==> config.mk <==
export PLATFORM = sky130hd
export DESIGN_NAME = present80_encrypt_ctrl_flat
export DESIGN_NICKNAME = d
export VERILOG_FILES = /design/src/rtl/present80_encrypt_ctrl_if.sv /design/src/rtl/present80_encrypt_ctrl.sv /design/src/flat_wrapper.sv
export SDC_FILE = /design/constraint.sdc
export NUM_CORES = 1
export LEC_CHECK = 0
export ABC_CLOCK_PERIOD_IN_PS = 3500
export CAP_MARGIN = 20
export CORE_ASPECT_RATIO = 2
export CORE_MARGIN = 4
export CORE_UTILIZATION = 54
export DETAILED_ROUTE_END_ITERATION = 8
export GPL_TIMING_DRIVEN = 1
export MAX_ROUTING_LAYER = met4
export PLACE_DENSITY_LB_ADDON = 0.2
export SYNTH_ARGS = -nofsm -noshare
export SYNTH_HDL_FRONTEND = slang
export SYNTH_SLANG_ARGS = --single-unit
==> constraint.sdc <==
create_clock -name clk -period 3.5 [get_ports clk]
set_clock_uncertainty 0.15 [all_clocks]
set_input_delay 0.7 -clock clk [delete_from_list [all_inputs] [get_ports clk]]
set_output_delay 0.7 -clock clk [all_outputs]
set_load 0.005 [all_outputs]
==> src/rtl/present80_encrypt_ctrl_if.sv <==
// Handshake bundle between the PRESENT-80 controller and its I/O wrapper.
// The master drives plaintext/key and consumes ciphertext; the slave is the controller.
interface present80_encrypt_ctrl_if;
   logic        in_valid;
   logic        in_ready;
   logic [63:0] plaintext;
   logic [79:0] key;
   logic        out_valid;
   logic        out_ready;
   logic [63:0] ciphertext;
   logic        busy;
   logic [4:0]  round_idx;

   modport master (
      output in_valid, plaintext, key, out_ready,
      input  in_ready, out_valid, ciphertext, busy, round_idx
   );

   modport slave (
      input  in_valid, plaintext, key, out_ready,
      output in_ready, out_valid, ciphertext, busy, round_idx
   );
endinterface

==> src/rtl/present80_encrypt_ctrl.sv <==
// Iterative PRESENT-80 encryption: one round per clock plus the 80-bit key schedule,
// final K32 whitening folded into the last round edge.
module present80_encrypt_ctrl #(
   parameter int NUM_ROUNDS = 31
) (
   input logic                    clk,
   input logic                    rst,
   present80_encrypt_ctrl_if.slave bus
);

   localparam logic [4:0] LAST_ROUND = 5'(NUM_ROUNDS);

   typedef enum logic [1:0] {
      S_IDLE,
      S_RUN,
      S_DONE
   } fsm_e;

   fsm_e        fsm_q, fsm_d;
   logic [63:0] state_q, state_d;
   logic [79:0] key_q, key_d;
   logic [4:0]  round_q, round_d;
   logic [63:0] ct_q, ct_d;

   logic [63:0] rk_add;
   logic [63:0] sb_out;
   logic [63:0] p_out;
   logic [79:0] key_rot;
   logic [79:0] key_next;

   function automatic logic [3:0] sbox(input logic [3:0] x);
      logic [3:0] y;
      case (x)
         4'h0: y = 4'hC;
         4'h1: y = 4'h5;
         4'h2: y = 4'h6;
         4'h3: y = 4'hB;
         4'h4: y = 4'h9;
         4'h5: y = 4'h0;
         4'h6: y = 4'hA;
         4'h7: y = 4'hD;
         4'h8: y = 4'h3;
         4'h9: y = 4'hE;
         4'hA: y = 4'hF;
         4'hB: y = 4'h8;
         4'hC: y = 4'h4;
         4'hD: y = 4'h7;
         4'hE: y = 4'h1;
         default: y = 4'h2;
      endcase
      return y;
   endfunction

   // Round datapath: addRoundKey, 16 parallel S-boxes, bit permutation.
   assign rk_add = state_q ^ key_q[79:16];

   generate
      for (genvar gi = 0; gi < 16; gi++) begin : g_sbox
         assign sb_out[4*gi +: 4] = sbox(rk_add[4*gi +: 4]);
      end
      // pLayer: bit i lands on (16*i) mod 63; bit 63 is a fixed point.
      for (genvar gi = 0; gi < 63; gi++) begin : g_perm
         localparam int DST = (gi * 16) % 63;
         assign p_out[DST] = sb_out[gi];
      end
   endgenerate
   assign p_out[63] = sb_out[63];

   assign key_rot  = {key_q[18:0], key_q[79:19]};
   assign key_next = {sbox(key_rot[79:76]), key_rot[75:20],
                      key_rot[19:15] ^ round_q, key_rot[14:0]};

   always_ff @(posedge clk) begin
      if (rst) begin
         fsm_q   <= S_IDLE;
         state_q <= '0;
         key_q   <= '0;
         round_q <= '0;
         ct_q    <= '0;
      end else begin
         fsm_q   <= fsm_d;
         state_q <= state_d;
         key_q   <= key_d;
         round_q <= round_d;
         ct_q    <= ct_d;
      end
   end

   always_comb begin
      fsm_d   = fsm_q;
      state_d = state_q;
      key_d   = key_q;
      round_d = round_q;
      ct_d    = ct_q;
      unique case (fsm_q)
         S_IDLE: begin
            if (bus.in_valid) begin
               state_d = bus.plaintext;
               key_d   = bus.key;
               round_d = 5'd1;
               fsm_d   = S_RUN;
            end
         end
         S_RUN: begin
            state_d = p_out;
            key_d   = key_next;
            if (round_q == LAST_ROUND) begin
               // Counter parks on the last round index instead of wrapping.
               ct_d  = p_out ^ key_next[79:16];
               fsm_d = S_DONE;
            end else begin
               round_d = round_q + 5'd1;
            end
         end
         S_DONE: begin
            if (bus.out_ready) begin
               round_d = '0;
               fsm_d   = S_IDLE;
            end
         end
         default: fsm_d = S_IDLE;
      endcase
   end

   // All handshake outputs decode registered state only.
   assign bus.in_ready   = (fsm_q == S_IDLE);
   assign bus.out_valid  = (fsm_q == S_DONE);
   assign bus.busy       = (fsm_q != S_IDLE);
   assign bus.ciphertext = ct_q;
   assign bus.round_idx  = round_q;

endmodule

==> src/flat_wrapper.sv <==
// flat-port wrapper written by rule: the top's interface ports become plain ports
module present80_encrypt_ctrl_flat 
#(
   parameter int NUM_ROUNDS = 31
)
  (clk, rst, bus_in_valid, bus_plaintext, bus_key, bus_out_ready, bus_in_ready, bus_out_valid, bus_ciphertext, bus_busy, bus_round_idx);
  present80_encrypt_ctrl_if bus_i ();
  input logic clk;
  input logic rst;
  input wire logic [$bits(bus_i.in_valid)-1:0] bus_in_valid;
  input wire logic [$bits(bus_i.plaintext)-1:0] bus_plaintext;
  input wire logic [$bits(bus_i.key)-1:0] bus_key;
  input wire logic [$bits(bus_i.out_ready)-1:0] bus_out_ready;
  output wire logic [$bits(bus_i.in_ready)-1:0] bus_in_ready;
  output wire logic [$bits(bus_i.out_valid)-1:0] bus_out_valid;
  output wire logic [$bits(bus_i.ciphertext)-1:0] bus_ciphertext;
  output wire logic [$bits(bus_i.busy)-1:0] bus_busy;
  output wire logic [$bits(bus_i.round_idx)-1:0] bus_round_idx;
  assign bus_i.in_valid = bus_in_valid;
  assign bus_i.plaintext = bus_plaintext;
  assign bus_i.key = bus_key;
  assign bus_i.out_ready = bus_out_ready;
  assign bus_in_ready = bus_i.in_ready;
  assign bus_out_valid = bus_i.out_valid;
  assign bus_ciphertext = bus_i.ciphertext;
  assign bus_busy = bus_i.busy;
  assign bus_round_idx = bus_i.round_idx;
  present80_encrypt_ctrl #(.NUM_ROUNDS(NUM_ROUNDS)) u_core (.clk(clk), .rst(rst), .bus(bus_i));
endmodule
==> key figures <==
STA
  – Tcrit/Tclk final: a little over 80%
  – Fmax: roughly 350 MHz
  – Worst slew margin: approximately 39%
  – Final Max Slew Viols: 0
  – Finish-stage setup viols: 0
  – RSZ-0062 raised after global routing: no
  – Post-layout minimum cycle time: 2.89 ns
  – Fin. Hold Viols: 0
  – Worst Tran Pin Value: 0.920 ns
  – Setup TNS: 0 ns

Yosys
  – Dominant cells by area after synthesis: dfxtp_1 34%, mux2i_1 10%, ha_1 8.8%, a21oi_1 6.7%, a211oi_1 5.4%
  – #FFs+latches synth: 219
  – Syn Inst Count: around 1.5k
  – Syn Nets: 1711
  – Top FF cell, synth: dfxtp_1
  – Async SR Flop Fraction: 0%
  – Distinct cells, synth: 51
  – Top-area cell type share of the netlist area: around a third
  – Sequential share of the synthesized area: between 30% and 40%
  – Synthesized area: 13100 sq um
  – Avg Inst Size Synth: 8.87 sq um
  – Ys Warns: 0
  – Post-synth EDFFs: 0
  – Cell taking the most area after synthesis: dfxtp_1

Min path
  – Hold WC Path Type: register to register

Power and ir drop
  – Switching part of the total: 48.1%
  – PD cells: about 1100 nW/um^2
  – Leak: 0.00638 uW
  – Flop pwr share: between 20 and 25%
  – Combinational power share: 62.1%
  – Peak supply drop: roughly 0.0013 V
  – Internal: approximately 9000 uW
  – Clock power frac: 13.7%
  – Switching Power: 8320 uW

Clock tree
  – CTS Buffer Depth: 3
  – Post-CTS Hold Buffers: 0
  – Root buffer cell: clkbuf_16
  – CTS tree: yes
  – Clk sinks: 219
  – Reg clk slew, reported paths: about 0.060 ns
  – # Post-CTS Setup Buffers: 0
  – Clk_lat worst skew: around 0.5 ns
  – Cts repair resizes: 0
  – Cts bufs inserted: 21
  – # H-tree levels: 1

Global route
  – Grt ovf: 0
  – Gr usage total: 30.9%
  – Vias in the first global route: 11.3k
  – First-pass GRT wire length: between 60 and 70 mm
  – Initial antenna violation count: 0
  – Largest net degree at the start of global routing: 227

Placed design
  – # port buffers: 219
  – Placer Congestion: 0.919
  – DP Wirelength: 30.7 mm

Layout
  – Multi-input gate area: 8030 sq um
  – Ant diodes: 0
  – Layout fillers: 1954
  – Synth-to-layout area growth: 23.2%
  – Final net count: 1871
  – Fin util: approximately two thirds
  – Layout cells sized above 1: about 7.4%
  – Sequential Area: 4380 sq um

Route
  – Post-DRT Antenna Nets: 0
  – DRC Markers: 0
  – Detailed Routing Iterations Pass 1: 5
  – DR vias: 11.4k
  – Drt via density: between 5 and 6
  – 1st-iter DRT viols: around 800
  – WL per Instance: 21.5 microns
  – Post-Route WL: 41.6 mm

Critical path
  – Required time worst endpoint: 2.65 ns
  – CP arrival: 2.04 ns
  – Worst-path maximum fanout: 7
  – Worst Setup End Kind: output port
  – Startpoint types: register
  – CP Class: register to output port

Floorplanning
  – Die X: 118 microns
  – I/O pin cnt: 220
  – Row cnt: 80
  – Core footprint: around 24000 sq um
  – Die height: roughly 230 microns
  – Starting Density: 54.8%
  – Die area: 26900 sq um

Run
  – Max_cap viols: 0

Status
  – Status: finished, final reports clean
area by class of cell:
type                    instances  share of cell area, %
well taps                     287                   2.23
flip-flops and latches        219                   27.3
clock inverters                 6                  0.381
clock buffers                  31                   4.00
multi-input cells            1087                   49.9
inverters                      68                   1.59
repair buffers                234                   14.6
Yosys cell counts, types with 7 or more instances:
cell / number
or4_1: 16
dfxtp_1: 219
mux2i_1: 134
o21ai_0: 66
mux4_2: 16
nand2_1: 72
buf_2: 29
xor2_2: 22
xor2_1: 27
inv_1: 62
a211oi_1: 94
clkbuf_1: 58
nand4_1: 18
nand3_1: 33
a21o_1: 14
xnor2_1: 75
xnor2_2: 7
buf_4: 7
a21oi_1: 174
ha_1: 92
nor3_1: 18
nor2_1: 175
sequential cells by signal, indices dropped and copies added (netlist names):
| register | flops |
|---|---|
| u_core.bus.ciphertext | 64 |
| u_core.key_next | 4 |
| u_core.key_q | 80 |
| u_core.bus.round_idx | 5 |
| u_core.state_q | 64 |
| u_core.fsm_q | 2 |
cells by family (layout without fill, tap and decap cells):
family / Yosys count / after routing / synth area share [%]
AOI/OAI and AO/OA: 366 / 366 / 16.9
xor gates and xnor gates: 131 / 131 / 10.5
adders and majority gates: 92 / 92 / 8.82
buffers and inverters: 165 / 339 / 5.28
DFF: 219 / 219 / 33.6
muxes: 153 / 153 / 13.3
and+or+nand+nor: 345 / 345 / 11.6
per-stage QoR:
step / area, sq um / hold WS, ns / setup slack, ns / power, uW / instances
2_1_floorplan: 13100 / 0.294 / 0.975 / 11800 / 1471
3_3_place_gp: 15400 / 0.287 / 0.374 / 14500 / 1895
3_5_place_dp: 15400 / 0.292 / 0.360 / 14800 / 1895
4_1_cts: 16100 / 0.301 / 0.570 / 17300 / 1932
5_1_grt: 16100 / 0.313 / 0.444 / 18400 / 1932
6_report: 16100 / 0.298 / 0.609 / 17300 / 1932
power groups by stage:
stage | clock, uW | sequential, uW | combinational [uW]
6_report | 2360 | 4190 | 10700
5_1_grt | 2470 | 4240 | 11700
4_1_cts | 2390 | 4160 | 10700
3_5_place_dp | 0 | 4210 | 10600
3_3_place_gp | 0 | 4190 | 10300
2_1_floorplan | 0 | 3820 | 7940
routing by layer:
metal	vias to the layer above	share of wire [%]	global-route usage, %
met5	-	0	-
met4	0	8.7	22.6
met3	127	4.6	3.12
met2	436	50	52.2
met1	5366	37	33.5
li1	5434	-	-
path summary, 6_finish.rpt:
check | from | endpoint | slack, ns | depth (start not counted)
max | u_core.fsm_q[0] | bus_in_ready | 0.61 | 3
min | u_core.bus.ciphertext[26] | u_core.bus.ciphertext[26] | 0.30 | 2
max reg2reg | u_core.fsm_q[0] | u_core.key_next[76] | 0.64 | 9
min reg2reg | u_core.bus.ciphertext[26] | u_core.bus.ciphertext[26] | 0.30 | 2
critical path: stages, from the launching register on:
cell and delay [ns]:
dfxtp_1 0.37, inv_1 0.12, ha_1 0.45, clkdlybuf4s50_1 0.60
layout by cell type (no fill, tap or decap), drive strengths merged, types with 4 or more instances in the layout:
| cell | count |
|---|---|
| buf | 16 |
| a21oi | 174 |
| nand2 | 72 |
| clkbuf | 31 |
| nor3 | 20 |
| nand4 | 18 |
| mux2i | 134 |
| ha | 92 |
| inv | 68 |
| clkinv | 4 |
| o21ai | 66 |
| nand3 | 33 |
| xnor2 | 82 |
| or4 | 16 |
| dfxtp | 219 |
| clkdlybuf4s50 | 218 |
| nor2 | 177 |
| a211oi | 94 |
| xor2 | 49 |
| a21o | 14 |
| mux4 | 16 |
(Power assumes the default switching activity.)
